<file path="config.mk">
export PLATFORM = sky130hd
export DESIGN_NAME = ddr_wrapp_flat
export DESIGN_NICKNAME = d
export VERILOG_FILES = /design/src/rtl/ddr_app_pkg.sv /design/src/rtl/ddr_wrapp_if.sv /design/src/rtl/ddr_wrapp.sv /design/src/flat_wrapper.sv
export SDC_FILE = /design/constraint.sdc
export NUM_CORES = 1
export LEC_CHECK = 0
export CAP_MARGIN = 20
export CORE_AREA = 2 2 136 138
export DETAILED_ROUTE_END_ITERATION = 8
export DIE_AREA = 0 0 138 140
export GPL_TIMING_DRIVEN = 0
export PLACE_DENSITY = 0.68
export SLEW_MARGIN = 25
export SYNTH_ARGS = -nofsm -noshare
export SYNTH_HDL_FRONTEND = slang
export SYNTH_SLANG_ARGS = --single-unit
</file>
<file path="constraint.sdc">
create_clock -name clk -period 2 [get_ports clk]
set_clock_uncertainty 0.1 [all_clocks]
set_input_delay 0.3 -clock clk [delete_from_list [all_inputs] [get_ports clk]]
set_output_delay 0.3 -clock clk [all_outputs]
set_load 0.005 [all_outputs]
</file>
<file path="src/rtl/ddr_app_pkg.sv">
// Shared definitions for the DDR read/write apps on the MIG native interface:
// command encodings, app FSM states and default widths.
package ddr_app_pkg;

  localparam logic [2:0] CMD_WRITE = 3'b000;
  localparam logic [2:0] CMD_READ  = 3'b001;

  localparam int DEF_ADDR_W  = 28;
  localparam int DEF_DATA_W  = 128;
  localparam int DEF_BURST_L = 8;
  localparam int DEF_BL_W    = 8;

  typedef enum logic [0:0] {
    IDLE = 1'b0,
    WR   = 1'b1
  } app_state_t;

endpackage

</file>
<file path="src/rtl/ddr_wrapp_if.sv">
// Bundle of the system-side request/stream signals and the MIG native write port.
// The master drives requests, data and MIG readies; the slave is the write app.
interface ddr_wrapp_if
  import ddr_app_pkg::*;
#(
  parameter int ADDR_W = DEF_ADDR_W,
  parameter int DATA_W = DEF_DATA_W,
  parameter int BL_W   = DEF_BL_W
);
  logic              en;
  logic [BL_W-1:0]   bl;
  logic [ADDR_W-1:0] addr;
  logic [DATA_W-1:0] dat_i;
  logic              dat_vld;
  logic              dat_rdy;
  logic              done;
  logic              busy;

  logic [2:0]          app_cmd;
  logic [ADDR_W-1:0]   app_addr;
  logic                app_en;
  logic                app_rdy;
  logic [DATA_W-1:0]   app_wdf_data;
  logic                app_wdf_wren;
  logic                app_wdf_end;
  logic [DATA_W/8-1:0] app_wdf_mask;
  logic                app_wdf_rdy;

  modport master (
    output en, bl, addr, dat_i, dat_vld, app_rdy, app_wdf_rdy,
    input  dat_rdy, done, busy, app_cmd, app_addr, app_en,
           app_wdf_data, app_wdf_wren, app_wdf_end, app_wdf_mask
  );

  modport slave (
    input  en, bl, addr, dat_i, dat_vld, app_rdy, app_wdf_rdy,
    output dat_rdy, done, busy, app_cmd, app_addr, app_en,
           app_wdf_data, app_wdf_wren, app_wdf_end, app_wdf_mask
  );
endinterface

</file>
<file path="src/rtl/ddr_wrapp.sv">
// MIG write app: one data beat + one write command per burst; first beat 1 cycle after en, done at N+2.
// Backpressure: app_wdf_rdy/dat_vld stall the data counter, app_rdy stalls the command counter and address.
module ddr_wrapp
  import ddr_app_pkg::*;
#(
  parameter int ADDR_W  = DEF_ADDR_W,
  parameter int DATA_W  = DEF_DATA_W,
  parameter int BURST_L = DEF_BURST_L,
  parameter int BL_W    = DEF_BL_W
) (
  input logic        clk,
  input logic        rst_n,
  ddr_wrapp_if.slave bus
);

  app_state_t        state;
  logic [BL_W-1:0]   bl_reg;
  logic [BL_W-1:0]   wcnt;
  logic [BL_W-1:0]   ccnt;
  logic [ADDR_W-1:0] cmd_addr;
  logic              done_q;

  logic in_wr;
  logic dat_rdy;
  logic wr_fire;
  logic cmd_en;
  logic cmd_fire;

  assign in_wr    = (state == WR);
  assign dat_rdy  = in_wr & bus.app_wdf_rdy & (wcnt < bl_reg);
  assign wr_fire  = bus.dat_vld & dat_rdy;
  // Command k waits until beat k is already in the MIG write FIFO.
  assign cmd_en   = in_wr & (ccnt < wcnt);
  assign cmd_fire = cmd_en & bus.app_rdy;

  assign bus.dat_rdy      = dat_rdy;
  assign bus.app_wdf_wren = wr_fire;
  assign bus.app_wdf_end  = wr_fire;
  assign bus.app_wdf_data = bus.dat_i;
  assign bus.app_wdf_mask = '0;
  assign bus.app_cmd      = CMD_WRITE;
  assign bus.app_en       = cmd_en;
  assign bus.app_addr     = cmd_addr;
  assign bus.busy         = in_wr;
  assign bus.done         = done_q;

  always_ff @(posedge clk or negedge rst_n) begin
    if (!rst_n) begin
      state    <= IDLE;
      done_q   <= 1'b0;
      bl_reg   <= BL_W'(1);
      wcnt     <= '0;
      ccnt     <= '0;
      cmd_addr <= '0;
    end else begin
      done_q <= 1'b0;
      if (state == IDLE) begin
        if (bus.en && (bus.bl != '0)) begin
          state    <= WR;
          bl_reg   <= bus.bl;
          cmd_addr <= bus.addr;
          wcnt     <= '0;
          ccnt     <= '0;
        end
      end else begin
        if (wr_fire) begin
          wcnt <= wcnt + 1'b1;
        end
        if (cmd_fire) begin
          ccnt     <= ccnt + 1'b1;
          cmd_addr <= cmd_addr + ADDR_W'(BURST_L);
          if (ccnt == bl_reg - 1'b1) begin
            state  <= IDLE;
            done_q <= 1'b1;
          end
        end
      end
    end
  end

endmodule

</file>
<file path="src/flat_wrapper.sv">
// flat-port wrapper written by rule: the top's interface ports become plain ports
module ddr_wrapp_flat import ddr_app_pkg::*;
#(
  parameter int ADDR_W  = DEF_ADDR_W,
  parameter int DATA_W  = DEF_DATA_W,
  parameter int BURST_L = DEF_BURST_L,
  parameter int BL_W    = DEF_BL_W
)
  (clk, rst_n, bus_en, bus_bl, bus_addr, bus_dat_i, bus_dat_vld, bus_app_rdy, bus_app_wdf_rdy, bus_dat_rdy, bus_done, bus_busy, bus_app_cmd, bus_app_addr, bus_app_en, bus_app_wdf_data, bus_app_wdf_wren, bus_app_wdf_end, bus_app_wdf_mask);
  ddr_wrapp_if #(.ADDR_W(ADDR_W), .DATA_W(DATA_W), .BL_W(BL_W)) bus_i ();
  input logic clk;
  input logic rst_n;
  input wire logic [$bits(bus_i.en)-1:0] bus_en;
  input wire logic [$bits(bus_i.bl)-1:0] bus_bl;
  input wire logic [$bits(bus_i.addr)-1:0] bus_addr;
  input wire logic [$bits(bus_i.dat_i)-1:0] bus_dat_i;
  input wire logic [$bits(bus_i.dat_vld)-1:0] bus_dat_vld;
  input wire logic [$bits(bus_i.app_rdy)-1:0] bus_app_rdy;
  input wire logic [$bits(bus_i.app_wdf_rdy)-1:0] bus_app_wdf_rdy;
  output wire logic [$bits(bus_i.dat_rdy)-1:0] bus_dat_rdy;
  output wire logic [$bits(bus_i.done)-1:0] bus_done;
  output wire logic [$bits(bus_i.busy)-1:0] bus_busy;
  output wire logic [$bits(bus_i.app_cmd)-1:0] bus_app_cmd;
  output wire logic [$bits(bus_i.app_addr)-1:0] bus_app_addr;
  output wire logic [$bits(bus_i.app_en)-1:0] bus_app_en;
  output wire logic [$bits(bus_i.app_wdf_data)-1:0] bus_app_wdf_data;
  output wire logic [$bits(bus_i.app_wdf_wren)-1:0] bus_app_wdf_wren;
  output wire logic [$bits(bus_i.app_wdf_end)-1:0] bus_app_wdf_end;
  output wire logic [$bits(bus_i.app_wdf_mask)-1:0] bus_app_wdf_mask;
  assign bus_i.en = bus_en;
  assign bus_i.bl = bus_bl;
  assign bus_i.addr = bus_addr;
  assign bus_i.dat_i = bus_dat_i;
  assign bus_i.dat_vld = bus_dat_vld;
  assign bus_i.app_rdy = bus_app_rdy;
  assign bus_i.app_wdf_rdy = bus_app_wdf_rdy;
  assign bus_dat_rdy = bus_i.dat_rdy;
  assign bus_done = bus_i.done;
  assign bus_busy = bus_i.busy;
  assign bus_app_cmd = bus_i.app_cmd;
  assign bus_app_addr = bus_i.app_addr;
  assign bus_app_en = bus_i.app_en;
  assign bus_app_wdf_data = bus_i.app_wdf_data;
  assign bus_app_wdf_wren = bus_i.app_wdf_wren;
  assign bus_app_wdf_end = bus_i.app_wdf_end;
  assign bus_app_wdf_mask = bus_i.app_wdf_mask;
  ddr_wrapp #(.ADDR_W(ADDR_W), .DATA_W(DATA_W), .BURST_L(BURST_L), .BL_W(BL_W)) u_core (.clk(clk), .rst_n(rst_n), .bus(bus_i));
endmodule
</file>
==> results_dict.tcl <==
set metrics [dict create \
    status "complete, but fails checks" \
    violations "setup timing" \
    drt_iter0_markers 233 \
    grt_max_degree 42 \
    ys_top_cells_by_area "dfrtp_1 28%, buf_4 23%, ha_1 4.8%" \
    netlist_instances 569 \
    synth_cell_types 61 \
    drv_slew 0 \
    first_pass_iters 5 \
    die_y_um 140 \
    antenna_found_initial 0 \
    synth-edff-count 0 \
    grt_pass1_vias 5051 \
    async_flop_share_pct 100 \
    r2r-start "u_core.bl_reg[5]$_DFFE_PN0P_" \
    startpoint_type "flop" \
    vias 5128 \
    cts.sinks 54 \
    min-delay-start "bus_bl[0]" \
    synth_area_um2 4730 \
    yosys_warnings 0 \
    row_count 49 \
    required_ps 2100 \
    dieArea_um2 19300 \
    cts_root_buf "clkbuf_16" \
    syn_area_per_cell_um2 8.31 \
    tns_ps -8580 \
    cts_max_level 2 \
    clkTransAtPathRegs_ps 70 \
    yosys.area.top_type_share_pct 28.0 \
    place_hpwl_mm 12.5 \
    fillers 1651 \
    gr-total-overflow 0 \
    slew_headroom_pct 55.0 \
    viasPerCell 4.76 \
    final_area_um2 8650 \
    routed_wl_mm 17.7 \
    fp.dieW_um 138 \
    fmax_mhz 416 \
    arrival_ps 2500 \
    grt_first_pass_wirelength_mm 26.7 \
    antenna_cells 0 \
    ios 351 \
    finalHoldViolations 0 \
    syn_to_final_growth_pct 82.9 \
    min_path_type "primary input to flop" \
    p_leak_nw 3.74 \
    ys.flop_type "dfrtp_1" \
    layout.nets 1035 \
    placed_area_um2 7310 \
    wl_per_cell_um 16.5 \
    setup_slack_ps -403 \
    coreArea_um2 17800 \
    drive_gt1_share_pct 40.2 \
    multiInputGateArea_um2 2810 \
    cp-startpoint "u_core.bl_reg[5]$_DFFE_PN0P_" \
    globalRouteTotalUtil_pct 17.1 \
    power.density_nw_per_um2 706 \
    rsz0062_at_grt "true" \
    clk_latency_ps 320 \
    ff_latch_area_um2 1370 \
    port_buffers 203 \
    vdd_drop_max_v 0.000429 \
    antenna_left 0 \
    setup_violations 45 \
    globalplace.congestion 0.837 \
    cts_buffers 5 \
    cts_buffer_depth 2 \
    finalCritPeriodShare_pct 120 \
    drv_cap 0 \
    drcViolationCount 0 \
    path_class "flop to flop" \
    cts_tree "built" \
    crit_path_end_kind "flop" \
    synth_seq_cells 54 \
    tightest_slew_ps 675 \
    crit_fanout 3 \
    yosys.area.top_type "dfrtp_1" \
    start_util_pct 26.6 \
    ys_seq_area_share_pct 28.6 \
    min_period_ps 2400 \
    largest_reg_flops 28 \
]
==> path summary, 6_finish.rpt <==
path / end / slack [ps] / depth (start not counted)
worst min-delay path: u_core.bl_reg[0]$_DFFE_PN1P_ / 230 / 3
worst max register to register: u_core.wcnt[5]$_DFFE_PN0P_ / -400 / 9
max in group asynchronous: u_core.ccnt[7]$_DFFE_PN0P_ / 1020 / 3
worst min register to register: u_core.bus.app_addr[0]$_DFFE_PN0P_ / 390 / 2
min in group asynchronous: u_core.bus.busy$_DFF_PN0_ / 280 / 2
worst max-delay path: u_core.wcnt[5]$_DFFE_PN0P_ / -400 / 9
==> repair_timing <==
| item | 4_1_cts | 5_1_grt |
|---|---|---|
| hold buffers | 1 | 0 |
| setup endpoints to repair | 58 | 50 |
| hold endpoints to repair | 13 | 0 |
| setup buffers | 46 | 3 |
| gates resized for setup | 169 | 37 |
| pin swaps | 48 | 19 |
| cloned | 7 | 0 |
==> Yosys cell counts, types with 8 or more instances <==
master,instances
dfrtp_1,53
buf_4,148
o32ai_1,8
nor3_1,18
nor2_1,22
nand4_1,11
clkbuf_1,14
o21ai_0,26
ha_1,18
and3_1,9
a31oi_1,8
a211oi_1,10
nand3_1,15
inv_1,29
nand2_1,47
a21oi_1,18
==> through the flow <==
stage | total power, mW | std cells | util, % | hold slack (ps) | worst slack (ps)
5_1_grt | 6.44 | 1077 | 48.7 | 271 | -473
3_5_place_dp | 3.94 | 1020 | 41.1 | 77.0 | -722
4_1_cts | 5.94 | 1080 | 48.0 | 257 | -365
3_3_place_gp | 3.88 | 1019 | 40.9 | 363 | -1440
2_1_floorplan | 2.98 | 587 | - | -95.6 | -128
6_report | 6.11 | 1077 | 48.7 | 232 | -403
==> per-layer routing <==
| metal | vias to the layer above | global-route usage, % | share of wire (%) |
|---|---|---|---|
| met2 | 264 | 30.8 | 52 |
| met1 | 2428 | 19.9 | 38 |
| met5 | - | 0 | 0 |
| met4 | 0 | 5.75 | 2.6 |
| li1 | 2407 | - | - |
| met3 | 29 | 4.07 | 8.0 |
==> critical path: stages (launching register included) <==
cell,delay [ps]
dfrtp_1,400
inv_2,80
ha_4,200
a211o_1,300
a21oi_2,180
o21ai_4,110
buf_6,130
buf_6,120
a2111oi_4,330
mux2_4,330
==> cell usage in the layout (no fill, tap or decap), drive strengths merged, types with 6 or more instances in the layout <==
cell type and instances:
o32ai 8, nor3 18, buf 211, nand4 11, a31oi 8, nand2 47, inv 31, nand3 15
clkdlybuf4s50 190, ha 18, dlygate4sd2 7, o21ai 27, and3 9, o211ai 6, and2 6, a22oi 6
nor2 23, dfrtp 53, mux2 6, conb 19, clkbuf 16, a211oi 10, mux2i 6, a21oi 18
==> where the power goes <==
part	leakage [nW]	switching, mW	internal [mW]	total [mW]
clock network	0.0735	0.487	0.506	0.993
logic	3.03	1.51	1.91	3.42
registers	0.633	0.358	1.34	1.70
==> final cells by class <==
type                    instances  share of cell area (%)
multi-input cells             334                    32.5
repair buffers                256                    30.1
flip-flops and latches         54                    15.8
plain buffers                 166                    15.1
well taps                     229                    3.31
clock buffers                   6                    1.61
inverters                      30                    1.36
clock inverters                 2                   0.188
==> logic make-up after synthesis <==
logic type	Yosys count	share of synthesized area [%]
AND/OR/NAND/NOR	150	15.8
buffers and inverters	200	28.0
multiplexers	12	2.70
other	1	0.0793
XOR/XNOR	8	1.48
adder cells (fa/ha/maj)	18	4.76
AO/OA/AOI/OAI	126	18.6
flip-flops	54	28.6
(Power assumes the default switching activity.)
